===== src/rtl/cycle_sequencer_pkg.sv =====
// Shared types and constants for the instruction cycle sequencer and its decoder.
// Latency: n/a (declarations only).
// Backpressure: n/a.
package cycle_sequencer_pkg;

   // Default number of execute ck/stb pairs available to one instruction
   localparam int MAX_STEPS_DEF = 6;

   // Address the decoder jumps to (forced JMS) when an interrupt is serviced
   localparam logic [11:0] IRQ_VECTOR = 12'o0000;

   typedef enum logic [2:0] {
      S_HALT,
      S_FETCH_CK,
      S_FETCH_STB,
      S_EXEC_CK,
      S_EXEC_STB,
      S_ERR
   } state_t;

endpackage


===== src/rtl/cycle_sequencer_phase_decoder.sv =====
// Turns the sequencer state plus step index into one-hot execute ck/stb vectors.
// Latency: combinational; outputs follow the registered state/step directly.
// Backpressure: none.
module cycle_sequencer_phase_decoder
   import cycle_sequencer_pkg::*;
#(
   parameter int MAX_STEPS = MAX_STEPS_DEF,
   parameter int SW        = $clog2(MAX_STEPS + 1)
) (
   input  state_t               state,
   input  logic [SW-1:0]        step,
   output logic [MAX_STEPS-1:0] ck,
   output logic [MAX_STEPS-1:0] stb
);

   localparam logic [MAX_STEPS-1:0] ONE = MAX_STEPS'(1);

   logic [MAX_STEPS-1:0] onehot;

   // step is 1-based, so step 1 maps to bit 0
   always_comb begin
      onehot = ONE << (step - SW'(1));
   end

   // Only execute phases drive ck/stb; fetch, halt and error keep both at zero
   always_comb begin
      ck  = '0;
      stb = '0;
      if (state == S_EXEC_CK)  ck  = onehot;
      if (state == S_EXEC_STB) stb = onehot;
   end

endmodule


===== src/rtl/cycle_sequencer.sv =====
// Fetch/execute timing generator feeding the memory-reference control decoder.
// Latency: 1 clock from run/step_req to fetch; instruction = fetch + ck/stb steps until done.
// Backpressure: done from the decoder closes the instruction; no done by the last step traps to ERR.
module cycle_sequencer
   import cycle_sequencer_pkg::*;
#(
   parameter int MAX_STEPS = MAX_STEPS_DEF,
   parameter int CK_CYCLES = 1
) (
   input  logic                 clk,
   input  logic                 rst_n,
   input  logic                 run,
   input  logic                 step_req,
   input  logic                 irq,
   input  logic                 irq_en,
   input  logic                 done,
   output logic [MAX_STEPS-1:0] ck,
   output logic [MAX_STEPS-1:0] stb,
   output logic                 pc2rama,
   output logic                 fetch_oe,
   output logic                 ir_ck,
   output logic                 pc_inc,
   output logic                 irq_override,
   output logic                 irq_ack,
   output logic                 busy,
   output logic                 overrun
);

   localparam int            SW        = $clog2(MAX_STEPS + 1);
   localparam logic [SW-1:0] STEP_ONE  = SW'(1);
   localparam logic [SW-1:0] STEP_MAX  = SW'(MAX_STEPS);
   localparam logic [3:0]    HOLD_LAST = 4'(CK_CYCLES - 1);

   state_t        state,     state_n;
   logic [SW-1:0] step,      step_n;
   logic [3:0]    hold,      hold_n;
   logic          single_q,  single_n;
   logic          ovr_q,     ovr_n;
   logic          overrun_q, overrun_n;
   logic          take_irq;
   logic          hold_last;

   assign hold_last = (hold == HOLD_LAST);

   // State register: reset aborts any instruction in flight
   always_ff @(posedge clk or negedge rst_n) begin
      if (!rst_n) begin
         state     <= S_HALT;
         step      <= STEP_ONE;
         hold      <= '0;
         single_q  <= 1'b0;
         ovr_q     <= 1'b0;
         overrun_q <= 1'b0;
      end else begin
         state     <= state_n;
         step      <= step_n;
         hold      <= hold_n;
         single_q  <= single_n;
         ovr_q     <= ovr_n;
         overrun_q <= overrun_n;
      end
   end

   // Next-state logic, including the instruction-boundary decision on done
   always_comb begin
      state_n   = state;
      step_n    = step;
      hold_n    = hold;
      single_n  = single_q;
      ovr_n     = ovr_q;
      overrun_n = overrun_q;
      take_irq  = 1'b0;
      case (state)
         S_HALT: begin
            if (step_req) begin
               state_n  = S_FETCH_CK;
               single_n = 1'b1;
               hold_n   = '0;
            end else if (run) begin
               state_n  = S_FETCH_CK;
               single_n = 1'b0;
               hold_n   = '0;
            end
         end
         S_FETCH_CK: begin
            if (hold_last) begin
               hold_n  = '0;
               state_n = S_FETCH_STB;
            end else begin
               hold_n = hold + 4'd1;
            end
         end
         S_FETCH_STB: begin
            state_n = S_EXEC_CK;
            step_n  = STEP_ONE;
            hold_n  = '0;
         end
         S_EXEC_CK: begin
            if (!hold_last) begin
               hold_n = hold + 4'd1;
            end else begin
               hold_n = '0;
               if (done) begin
                  step_n = STEP_ONE;
                  if (single_q || !run) begin
                     state_n  = S_HALT;
                     single_n = 1'b0;
                     ovr_n    = 1'b0;
                  end else if (irq && irq_en && !ovr_q) begin
                     take_irq = 1'b1;
                     ovr_n    = 1'b1;
                     state_n  = S_FETCH_CK;
                  end else begin
                     ovr_n   = 1'b0;
                     state_n = S_FETCH_CK;
                  end
               end else begin
                  state_n = S_EXEC_STB;
               end
            end
         end
         S_EXEC_STB: begin
            if (step == STEP_MAX) begin
               state_n   = S_ERR;
               overrun_n = 1'b1;
            end else begin
               step_n  = step + STEP_ONE;
               state_n = S_EXEC_CK;
            end
         end
         S_ERR: begin
            state_n = S_ERR;
         end
         default: begin
            state_n = S_HALT;
         end
      endcase
   end

   // Phase outputs decoded from registered state; irq_ack marks the boundary clock itself
   always_comb begin
      pc2rama      = (state == S_FETCH_CK) || (state == S_FETCH_STB);
      fetch_oe     = (state == S_FETCH_CK) || (state == S_FETCH_STB);
      ir_ck        = (state == S_FETCH_STB) && !ovr_q;
      pc_inc       = (state == S_FETCH_STB) && !ovr_q;
      irq_override = ovr_q;
      irq_ack      = take_irq;
      busy         = (state != S_HALT) && (state != S_ERR);
      overrun      = overrun_q;
   end

   cycle_sequencer_phase_decoder #(
      .MAX_STEPS (MAX_STEPS),
      .SW        (SW)
   ) u_phase_decoder (
      .state (state),
      .step  (step),
      .ck    (ck),
      .stb   (stb)
   );

endmodule


===== config.mk =====
export PLATFORM = sky130hd
export DESIGN_NAME = cycle_sequencer
export DESIGN_NICKNAME = d
export VERILOG_FILES = /design/src/rtl/cycle_sequencer_pkg.sv /design/src/rtl/cycle_sequencer_phase_decoder.sv /design/src/rtl/cycle_sequencer.sv
export SDC_FILE = /design/constraint.sdc
export NUM_CORES = 1
export LEC_CHECK = 0
export BUFFER_PORTS_ARGS = -buffer_cell sky130_fd_sc_hd__buf_2
export CORE_MARGIN = 2
export CORE_UTILIZATION = 43
export DETAILED_ROUTE_END_ITERATION = 10
export HOLD_SLACK_MARGIN = 0.06
export PLACE_DENSITY = 0.68
export SLEW_MARGIN = 20
export SYNTH_ARGS = -nofsm -noshare
export SYNTH_HDL_FRONTEND = slang
export SYNTH_HIERARCHICAL = 1
export SYNTH_SLANG_ARGS = --single-unit

===== constraint.sdc =====
create_clock -name clk -period 1.9 [get_ports clk]
set_input_delay 0.095 -clock clk [delete_from_list [all_inputs] [get_ports clk]]
set_output_delay 0.095 -clock clk [all_outputs]
set_load 0.05 [all_outputs]

# Word level (Yosys, flattened, before mapping)
# Cells that the tools add are included.
[op_classes] n_addsub=3 n_eq_ne=13 n_shift=1 muxes=29 n_reduce_logical=21
[ops] operator="$mux 3" count=9
[ops] operator="$pmux 3 s6" count=1
[ops] operator="$mux 4" count=3
[ops] operator="$mux 6" count=2
[ops] operator="$pmux 4 s3" count=1
[ops] operator="$mux 1" count=11
[ops] operator="$ne 2x2->1 const B" count=5
[ops] operator="$eq 3x3->1 const B" count=3
[ops] operator="$pmux 3 s3" count=1
[ops] operator="$reduce_bool 3->1" count=3
[ops] operator="$eq 3x2->1 const B" count=2
[ops] operator="$ne 3x3->1 const B" count=2
[ops] operator="$reduce_and 3->1" count=2
[ops] operator="$shl 1x3->6 const A" count=1
[ops] operator="$reduce_and 5->1" count=1
[ops] operator="$add 4x1->4 const B" count=1
[ops] operator="$logic_and 1x1->1" count=4
[ops] operator="$logic_not 4->1" count=1
[ops] operator="$reduce_and 2->1" count=2
[ops] operator="$reduce_and 4->1" count=1
[ops] operator="$add 3x1->3 const B" count=1
[ops] operator="$eq 3x1->1 const B" count=1
[ops] operator="$logic_not 3->1" count=1
[ops] operator="$sub 3x1->3 const B" count=1
[ops] operator="other kinds (5)" count=7
[totals] ff_bits=13 in_bits=7 out_inout_bits=20 elab_cells=73

# Longest topological paths before layout
# Gate-level depths: netlist (run 1).
[depth] word_depth=7 ltp_mapped=6 ltp_nobuf=6

# By module
# The synthesis (run 1) kept the hierarchy.
[modules_own_cells] module="cycle_sequencer" instances=1 cells_each=88 area_each_um2=837.1 seq_area_each_um2=326.6
[modules_own_cells] module="cycle_sequencer_phase_decoder" instances=1 cells_each=19 area_each_um2=108.9 seq_area_each_um2=0.0

# Worst setup path after synthesis (run 1)
# Ideal clock, no wire load.
[synth_timing] path_kind="flip-flop to output port" startpoint="reg ovr_q (netlist: irq_override)" endpoint="out pc_inc" t_arrival_ns=2.182 t_required_ns=1.805 slack_ns=-0.377 stages_incl_launch_ff=3 n_path_buf=1 cell_sequence="dfrtp_1 -> nor3_1 -> buf_4"
[synth_between] elab_chain_cells=2
[synth_lines] item="start, declared" line="cycle_sequencer.sv:38" text="logic ovr_q, ovr_n;"
[synth_lines] item="start signal, assigned" line="cycle_sequencer.sv:59" text="ovr_q <= ovr_n;"
[synth_lines] item="$logic_not 1->1"
[synth_lines] item="$logic_and 1x1->1"
[synth_lines] item="end, declared" line="cycle_sequencer.sv:22" text="output logic pc_inc,"
# Every way passes these cells.

# Worst setup path in the final report (run 1)
[layout_timing] startpoint="reg state[0]" endpoint="out stb[0]"
[layout_between] elab_chain_cells=2
[layout_lines] item="start, declared" line="cycle_sequencer.sv:34" text="state_t state, state_n;"
[layout_lines] item="start signal, assigned" line="cycle_sequencer.sv:55" text="state <= state_n;"
[layout_lines] item="$eq 3x3->1" line="cycle_sequencer_phase_decoder.sv:30" text="if (state == S_EXEC_STB) stb = onehot;"
[layout_lines] item="$mux 6" line="cycle_sequencer_phase_decoder.sv:30"
[layout_lines] item="end, declared" line="cycle_sequencer.sv:18" text="output logic [MAX_STEPS-1:0] stb,"
# Every way passes these cells.

==> key figures, run 1 <==
Yosys
  • Top FF cell, synth: dfrtp_1
  • Post-synth net total: between 100 and 150
  • Unique masters post-synth: 40
  • Mapped Cells: about 110
  • Synthesized area: 946 sq um
  • EDFF count, synth: 0
  • Yosys Warn Count: 6
  • Yosys reg bits: 13
  • Synth Area per Inst: between 8 and 9 sq um
  • Register area share after synthesis: between 30% and 40%
  • Post-synth ARST share: 100%

Routing
  • Detail-routed via count per cell: approximately 5.3
  • Total number of vias: between 800 and 900
  • Final WL: 1990 um
  • Violation count after the first detailed-route iteration: 14
  • Antenna Nets Post-Route: 0
  • Routed len/inst: between 10 and 15 um
  • Residual DRC: 0
  • DRT Pass-1 Iters: 4

Worst hold path
  • Min-Delay Endpoint: single_q
  • WHS Path Cells: 3
  • Hold path start: step_req
  • Tightest Hold Check Type: input port to flop

Power and ir drop
  • Sw Pwr: 1.00 mW
  • Switching part of the total: between 50% and 60%
  • Clock share of power: 9.7%
  • Pwr dens: approximately 1500 mW/mm^2
  • Int Power: 0.765 mW
  • Logic pwr share: between 60% and 70%
  • Seq pwr share: 28.1%
  • Worst VDD drop: ~0.7 mV
  • Pleak: between 0.5 and 0.6 nW

Clock tree
  • CTS Buf Count: 3
  • Worst skew pair latency: about 0.28 ns
  • CTS sink count: 13
  • Root Driver: clkbuf_4
  • H-tree depth: 1
  • CTS tree: built
  • Reg clk slew, reported paths: 0.08 ns
  • Clock Path Buffers: 2

Placement
  • Placed cell count: around 160
  • I/O Buffers: 26
  • Placed inst area: between 0.001 and 0.0015 sq mm
  • Dpl hpwl: roughly 1600 um
  • RePlAce Congestion: between 0.7 and 0.8

STA
  • Unrepaired setup endpoints after global routing: yes
  • Setup violators final: 0
  • Fin Setup TNS: 0 ns
  • Achievable clock frequency: roughly 0.55 GHz
  • Max-slew headroom: 76.5%
  • Minimum clock period: between 1.5 and 2 ns
  • Hold Violations, Final: 0
  • Worst slew pin tran: approximately 0.35 ns
  • Max-slew violations: 0
  • Hold slack: between 0.1 and 0.15 ns
  • Clk_skew: roughly 0.0039 ns
  • Final period util: ~95%

Layout
  • Antenna cells: 0
  • Most frequent cells in the layout: buf_2, nor2_1, nand2_1, dfrtp_1
  • Most common cell after layout, fill and taps aside: buf_2
  • Fin nets: roughly 150
  • Layout Cells excl Fill: approximately 160
  • Share of post-route cells with drive strength above 1: between 30% and 40%
  • Fill cells: roughly 200
  • Synth-to-Final Area Change: 23.1%
  • Final instance area: ~0.0012 sq mm

Global routing
  • Largest net degree at the start of global routing: 19
  • Tot GR Track Use: around 18%
  • Grt ovf: 0
  • Vias in the first global route: ~810
  • First-pass GRT wire length: around 3400 um
  • Initial antenna violation count: 0

Critical path
  • Worst Path Max Fanout: 18
  • Crit path DAT: around 1.7 ns
  • Critical path endpoint category: output pin
  • Crit Reg-Reg Endpoint: step[2]
  • Critical Path RT: about 1.8 ns
  • FF-to-FF setup slack: roughly 0.30 ns
  • R2r worst-path depth: 6
  • Launching point of the worst reg2reg path: step[0]
  • Critical path class: flop to output pin
  • Startpoint types: flop

Floorplanning
  • Row Count: 16
  • Die width: 50.9 um
  • Core area: between 0.002 and 0.0025 sq mm
  • Starting Density: between 40% and 50%
  • Die height: 50.9 um
  • I/O Pins: 27
  • Die area: around 0.0026 sq mm

Run
  • Maxcap violations: 0

Status
  • Status: finished clean
-- synth_stat cells (2+ instances only) --
master / n / area (sq um)
nor2_1: 13 / 48.8
dfrtp_1: 12 / 300
nand2_1: 11 / 41.3
nand2b_1: 5 / 31.3
nor2b_1: 5 / 31.3
nor3_1: 5 / 25.0
ha_1: 4 / 50.1
inv_1: 4 / 15.0
a21oi_1: 3 / 15.0
buf_2: 3 / 15.0
nand3_1: 3 / 15.0
nand4bb_1: 3 / 33.8
o21ai_0: 3 / 15.0
a22o_1: 2 / 17.5
a31oi_1: 2 / 12.5
buf_4: 2 / 15.0
mux2i_1: 2 / 20.0
nand3b_1: 2 / 15.0
o22ai_1: 2 / 12.5
-- flip-flops by register name, indices dropped and copies added, names as in the netlist --
name          count
step              3
state             3
hold              4
irq_override      1
overrun           1
single_q          1
-- through the flow --
| stage | utilization (%) | total power, mW | setup WS (ns) |
|---|---|---|---|
| 6_report | 57.6 | 1.76 | 0.0915 |
| 5_1_grt | 57.6 | 1.90 | -0.0618 |
| 4_1_cts | 57.4 | 1.78 | 0.0690 |
| 3_5_place_dp | 55.1 | 1.60 | 0.201 |
| 3_3_place_gp | 55.1 | 1.59 | 0.223 |
| 2_1_floorplan | - | 1.41 | 0.0143 |
-- routing by layer --
metal  global-route usage, %  vias up  share of wire [%]
met5                       0        -                  0
met4                    5.41        0               0.60
met3                    5.85        2                5.8
met2                    29.0       24                 46
met1                    21.8      395                 48
li1                        -      441                  -
-- power groups by stage --
| stage | registers (mW) | clock network [mW] | logic (mW) |
|---|---|---|---|
| after floorplan | 0.478 | 0 | 0.928 |
| after CTS | 0.494 | 0.182 | 1.10 |
| after global placement | 0.494 | 0 | 1.09 |
| after detailed placement | 0.497 | 0 | 1.10 |
| after global routing | 0.515 | 0.193 | 1.19 |
| final | 0.496 | 0.171 | 1.10 |
-- critical path, stage by stage (launching register included) --
cell and delay [ns]:
dfrtp_2 0.53, or4b_4 0.53, nor2_1 0.10, buf_2 0.26
-- kinds of logic (layout without fill, tap and decap cells) --
family                   Yosys count  count (layout)  synth area share, %
AO/OA/AOI/OAI                     18              18                 13.0
flip-flops                        13              13                 34.5
AND/OR/NAND/NOR                   59              59                 38.5
XOR/XNOR                           2               2                 1.85
multiplexers                       2               2                 2.12
buffers and inverters              9              39                 4.76
adder cells (fa/ha/maj)            4               4                 5.29
-- worst max-delay path by stage --
stage | start | end | slack, ns | cells past startpoint
after floorplan | hold[0] | irq_override | 0.01 | 6
after global placement | hold[0] | irq_ack | 0.22 | 6
after detailed placement | hold[0] | irq_ack | 0.20 | 6
after CTS | state[0] | stb[2] | 0.07 | 3
after global routing | hold[0] | irq_ack | -0.06 | 6
final | state[0] | stb[0] | 0.09 | 3
-- cell type report --
type                            count  area (sq um)  area share [%]
Multi-Input combinational cell     85           582            49.9
Timing Repair Buffer               31           179            15.4
Tap cell                           27          33.8            2.90
Sequential cell                    13           328            28.1
Clock buffer                        3          22.5            1.93
Inverter                            4          15.0            1.29
Clock inverter                      1          5.00           0.430
-- timing repair --
| action | 4_1_cts | 5_1_grt |
|---|---|---|
| hold buffers | 1 | 0 |
| setup buffers | 0 | 0 |
| gates resized for setup | 3 | 2 |
| endpoints found under the hold margin | 13 | 0 |
| pin swaps | 1 | 1 |
| setup endpoints to repair | 5 | 2 |
Note: power is estimated with default switching activity, not from simulation.
==> run 2, diff against run 1 <==
- PLACE_DENSITY: 0.68 -> 0.76
==> key figures, run 2 (synthesis results as in run 1) <==
STA
  • Final period util: 104%
  • Worst slew pin tran: roughly 0.33 ns
  • Setup violators final: 1
  • Minimum clock period: 1.97 ns
  • Max-slew headroom: 77.6%
  • Achievable clock frequency: between 0.5 and 0.6 GHz
  • Hold Violations, Final: 0
  • Hold slack: between 0.1 and 0.15 ns
  • Clk_skew: roughly 0.0038 ns
  • Unrepaired setup endpoints after global routing: yes
  • Final WS setup: -0.0667 ns
  • Max-slew violations: 0

Routing
  • DRT Pass-1 Iters: 4
  • Total number of vias: just over 900
  • Detail-routed via count per cell: roughly 5.4
  • Antenna Nets Post-Route: 0
  • Violation count after the first detailed-route iteration: 17
  • Routed len/inst: between 10 and 15 um
  • Residual DRC: 0
  • Final WL: 2330 um

Layout
  • Largest registers: hold x4, state x3, step x3
  • Fin nets: between 150 and 200
  • Synth-to-Final Area Change: 27.4%
  • Most common cell after layout, fill and taps aside: buf_2
  • Share of post-route cells with drive strength above 1: about 36%
  • Antenna cells: 0
  • Final instance area: approximately 0.0012 sq mm
  • Max reg flops: 4
  • Final core occ: between 50% and 60%
  • Layout Cells excl Fill: 168
  • Most frequent cells in the layout: buf_2, nor2_1, nand2_1, dfrtp_1, buf_4
  • Top reg by flops: hold

Floorplanning
  • Die height: about 51 um
  • Row Count: 16
  • Core area: ~0.0020 sq mm
  • I/O Pins: 27
  • Die width: 50.9 um
  • Die area: between 0.002 and 0.003 sq mm
  • Starting Density: around 47%

Power and ir drop
  • Clock share of power: between 10% and 20%
  • Sw Pwr: approximately 1.0 mW
  • Pleak: about 0.61 nW
  • Int Power: about 0.78 mW
  • Worst VDD drop: between 1.5 and 2 mV
  • Logic pwr share: about 62%
  • Switching part of the total: 57.3%
  • Pwr dens: roughly 1500 mW/mm^2
  • Seq pwr share: between 20 and 30%

Critical path
  • Startpoint types: flop
  • Critical path class: flop to output pin
  • Critical Path RT: about 1.8 ns
  • Crit path DAT: 1.87 ns
  • Critical path endpoint category: output pin
  • FF-to-FF setup slack: around 0.31 ns
  • Worst Path Max Fanout: 3

Placement
  • I/O Buffers: 26
  • Placed cell count: 158
  • RePlAce Congestion: a little under 0.8
  • Dpl hpwl: 1670 um
  • Post-Place Setup Slack: 0.0778 ns
  • Placed inst area: 0.00111 sq mm

Status
  • Failing checks: negative setup slack
  • Status: complete, but fails checks

Clock tree
  • Reg clk slew, reported paths: roughly 0.09 ns
  • CTS Buf Count: 3
  • Clock Path Buffers: 2
  • H-tree depth: 1
  • CTS sink count: 13
  • CTS tree: built
  • Root Driver: clkbuf_4
  • Worst skew pair latency: slightly below 0.3 ns

Global routing
  • Tot GR Track Use: 17.6%
  • Largest net degree at the start of global routing: 19
  • Vias in the first global route: between 800 and 900
  • First-pass GRT wire length: roughly 3500 um
  • Initial antenna violation count: 0
  • Grt ovf: 0

Worst hold path
  • Tightest Hold Check Type: input port to flop

Run
  • Maxcap violations: 0
-- run 2: cell type report --
cell class | count | area [sq um]
clock buffers | 3 | 22.5
clock inverters | 1 | 5.00
fillers | 188 | 817
inverters | 4 | 15.0
multi-input cells | 85 | 594
flip-flops and latches | 13 | 328
well taps | 27 | 33.8
repair buffers | 35 | 206
-- run 2: per-stage QoR --
stage / TNS (ns) / power (mW)
after CTS: -0.0422 / 1.80
final: -0.0667 / 1.82
after global routing: -0.110 / 1.92
after global placement: 0 / 1.58
after detailed placement: 0 / 1.61
after floorplan: 0 / 1.41
-- run 2: power groups by stage --
stage / clock network [mW] / registers, mW / logic (mW)
after global placement: 0 / 0.492 / 1.09
after floorplan: 0 / 0.478 / 0.928
after global routing: 0.193 / 0.520 / 1.20
final: 0.183 / 0.502 / 1.13
after CTS: 0.185 / 0.498 / 1.11
after detailed placement: 0 / 0.500 / 1.11
-- run 2: path summary, 6_finish.rpt --
kind	cells after the start	endpoint	from
max reg2reg	6	step[2]	step[0]
min reg2reg	1	overrun	overrun
min	3	single_q	step_req
min in group asynchronous	2	state[0]	rst_n
max in group asynchronous	2	step[0]	rst_n
max	6	irq_ack	hold[0]
-- run 2: repair_timing --
| item | CTS | global route |
|---|---|---|
| hold endpoints to repair | 13 | 0 |
| pin swaps | 1 | 3 |
| hold buffers | 1 | 0 |
| endpoints found under the setup margin | 5 | 2 |
| buffers inserted | 0 | 5 |
| resized for setup | 3 | 5 |
-- run 2: routing by layer --
metal | wire [um] | global-route usage (%) | part of all wire (%)
met5 | 0 | 0 | 0
met4 | 44 | 8.11 | 1.9
met3 | 85 | 2.92 | 3.7
met2 | 1140 | 31.4 | 49
met1 | 1060 | 20.4 | 46
-- run 2: critical path, cell delays in order, from the launching register on --
cell and delay [ns]:
dfrtp_1 0.42, inv_2 0.08, ha_4 0.12, nor3b_4 0.22, nand4_2 0.19, nor4_4 0.35, buf_6 0.21
==> run 3, diff against run 2 <==
--- a/config.mk
+++ b/config.mk
@@ -6,4 +6,5 @@
 export NUM_CORES = 1
 export LEC_CHECK = 0
+export ABC_AREA = 1
 export BUFFER_PORTS_ARGS = -buffer_cell sky130_fd_sc_hd__buf_2
 export CORE_MARGIN = 2
==> constraint.sdc (replaced) <==
create_clock -name clk -period 2.1 [get_ports clk]
set_input_delay 0.315 -clock clk [delete_from_list [all_inputs] [get_ports clk]]
set_output_delay 0.315 -clock clk [all_outputs]
set_load 0.05 [all_outputs]
==> key figures, run 3 <==
STA
  • Worst slew pin tran: approximately 0.36 ns
  • Max-slew headroom: between 70% and 80%
  • Minimum clock period: between 1.5 and 2 ns
  • Setup violators final: 0
  • Final period util: 92.2%
  • Max-slew violations: 0
  • Unrepaired setup endpoints after global routing: no
  • Fin Setup TNS: 0 ns
  • Final WS setup: approximately 0.16 ns
  • Achievable clock frequency: 0.516 GHz
  • Hold Violations, Final: 0
  • Clk_skew: about 0.0074 ns

Clock tree
  • CTS Buf Count: 3
  • Setup repair bufs after CTS: 0
  • Worst skew pair latency: 0.28 ns
  • CTS tree: built
  • Root Driver: clkbuf_4
  • CTS sink count: 13
  • Clock Path Buffers: 2
  • Reg clk slew, reported paths: 0.08 ns
  • H-tree depth: 1

Floorplanning
  • I/O Pins: 27
  • Die height: ~50 um
  • Die area: around 0.0025 sq mm
  • Starting Density: a little under half
  • Row Count: 16
  • Die width: 50.1 um
  • Core area: slightly below 0.002 sq mm

Critical path
  • Startpoint types: flop
  • Critical Path RT: roughly 1.8 ns
  • Launching point of the worst reg2reg path: step[0]
  • Critical Path Start: state[0]
  • Crit path DAT: 1.62 ns
  • Critical path class: flop to output pin
  • R2r worst-path depth: 8
  • Critical path endpoint category: output pin
  • Worst Path Max Fanout: 6

Yosys
  • Top cell type's share of synthesized area: between 30% and 40%
  • Register area share after synthesis: between 30 and 40%
  • Most frequent cell after synthesis: nand2_1
  • Main combinational cell family by area after synthesis: simple AND/OR/NAND/NOR gates
  • Synthesized area: about 900 sq um
  • Synth top cells by count: nand2_1, nor2_1, inv_1, nand3_1, dfrtp_1
  • Unique masters post-synth: 23
  • Mux cell area share after synthesis: 0%
  • Post-synthesis adder-cell area fraction: 5.47%
  • Synth top area cells: dfrtp_1, nand2_1, nand3_1, nor2_1, inv_1
  • Synth Area per Inst: 6.98 sq um
  • Post-Synth Simple-Gate Area: a little over two fifths
  • Synth area leader: dfrtp_1
  • Post-synth net total: around 140
  • Post-synth ARST share: 100%
  • EDFF count, synth: 0
  • Synth Area in XOR/XNOR: ~2.9%
  • Yosys reg bits: 13
  • Top FF cell, synth: dfrtp_1
  • Mapped Cells: 131
  • Yosys Warn Count: 6
  • Synth Area in Compound Gates: under 10%

Global routing
  • Tot GR Track Use: about 18%
  • Grt ovf: 0
  • Largest net degree at the start of global routing: 14
  • First-pass GRT wire length: around 3400 um
  • Vias in the first global route: ~840
  • Initial antenna violation count: 0

Worst hold path
  • Tightest Hold Check Type: input port to flop
  • WHS Path Cells: 3
  • Hold path start: step_req

Placement
  • RePlAce Congestion: ~0.90
  • Dpl hpwl: approximately 1600 um
  • Post-Place Setup Slack: about 0.39 ns
  • Placed inst area: about 0.0011 sq mm
  • I/O Buffers: 26

Power and ir drop
  • Power, Total: 1.51 mW
  • Pleak: around 0.61 nW
  • Worst VDD drop: about 0.59 mV
  • Pwr dens: 1390 mW/mm^2

Routing
  • Violation count after the first detailed-route iteration: 12
  • Total number of vias: 926
  • Detail-routed via count per cell: around 5
  • Routed len/inst: between 10 and 15 um
  • Final WL: approximately 2000 um
  • Antenna Nets Post-Route: 0
  • Residual DRC: 0
  • DRT Pass-1 Iters: 4

Layout
  • Antenna cells: 0
  • Most common cell after layout, fill and taps aside: nand2_1
  • Fill cells: ~210
  • Share of post-route cells with drive strength above 1: around a quarter
  • Max reg flops: 4
  • Most frequent cells in the layout: nand2_1, buf_2, nor2_1
  • Synth-to-Final Area Change: 19.2%
  • Top reg by flops: hold
  • Largest registers: hold x4, state x3, step x3
  • Final instance area: about 0.0011 sq mm
  • Fin nets: ~170

Status
  • Status: finished clean

Run
  • Maxcap violations: 0
-- run 3: changes by cell type after synthesis, moves of 5 or more --
cell,before,now
nor2_1,13,19
inv_1,4,15
nand2_1,11,38
nand3_1,3,15
nor3_1,5,0
nor2b_1,5,0
nand2b_1,5,0
nand4_1,0,6
-- run 3: kinds of logic (layout without fill, tap and decap cells) --
logic type | Yosys count | count (layout)
adder cells (fa/ha/maj) | 4 | 4
AND/OR/NAND/NOR | 85 | 85
AO/OA/AOI/OAI | 7 | 7
buffers and inverters | 19 | 47
flip-flops | 13 | 13
XOR/XNOR | 3 | 3
-- run 3: power by group --
group / total [mW] / switching [mW] / internal, mW
Combinational: 0.907 / 0.672 / 0.234
Sequential: 0.445 / 0.125 / 0.320
Clock: 0.158 / 0.0845 / 0.0737
Total: 1.51 / 0.882 / 0.628
-- run 3: worst max-delay path: stages (launching register included) --
cell and delay [ns]:
dfrtp_1 0.49, nand2_1 0.09, nor2_1 0.22, nand4_1 0.17, nor2_1 0.11, buf_2 0.26
-- run 3: metal layers --
metal  part of all wire (%)  vias to the layer above  routed length (um)  GRT usage [%]
li1                       -                      471                   -              -
met1                     45                      432                 899           20.8
met2                     49                       19                 984           30.3
met3                    3.8                        4                  76           3.64
met4                    1.7                        0                  33           9.26
met5                      0                        -                   0              0
-- run 3: worst paths after layout --
| path | end | slack (ns) |
|---|---|---|
| setup / recovery | irq_ack | 0.16 |
| hold / removal | single_q | 0.30 |
| setup reg to reg | step[2] | 0.54 |
| hold reg to reg | overrun | 0.46 |
| max in group asynchronous | step[0] | 1.37 |
| min in group asynchronous | state[0] | 0.44 |
-- run 3: repair_timing --
action | in CTS | in global routing
setup endpoints to repair | 0 | 1
hold buffers | 1 | 0
resized for setup | 0 | 1
endpoints found under the hold margin | 12 | 0
-- run 3: cell type report --
cell class                      count  area [sq um]  share of cell area, %
Inverter                           16          60.1                   5.51
Clock buffer                        4          26.3                   2.41
Multi-Input combinational cell     99           502                   46.0
Tap cell                           27          33.8                   3.10
Sequential cell                    13           328                   30.1
Timing Repair Buffer               27           140                   12.9
-- run 3: metrics by stage --
stage	hold WS (ns)	util (%)	instances
detailed placement	0.223	53.1	181
floorplan	0.0194	-	131
global placement	0.222	53.1	181
CTS	0.298	54.9	186
global route	0.303	55.0	186
finish	0.305	55.0	186
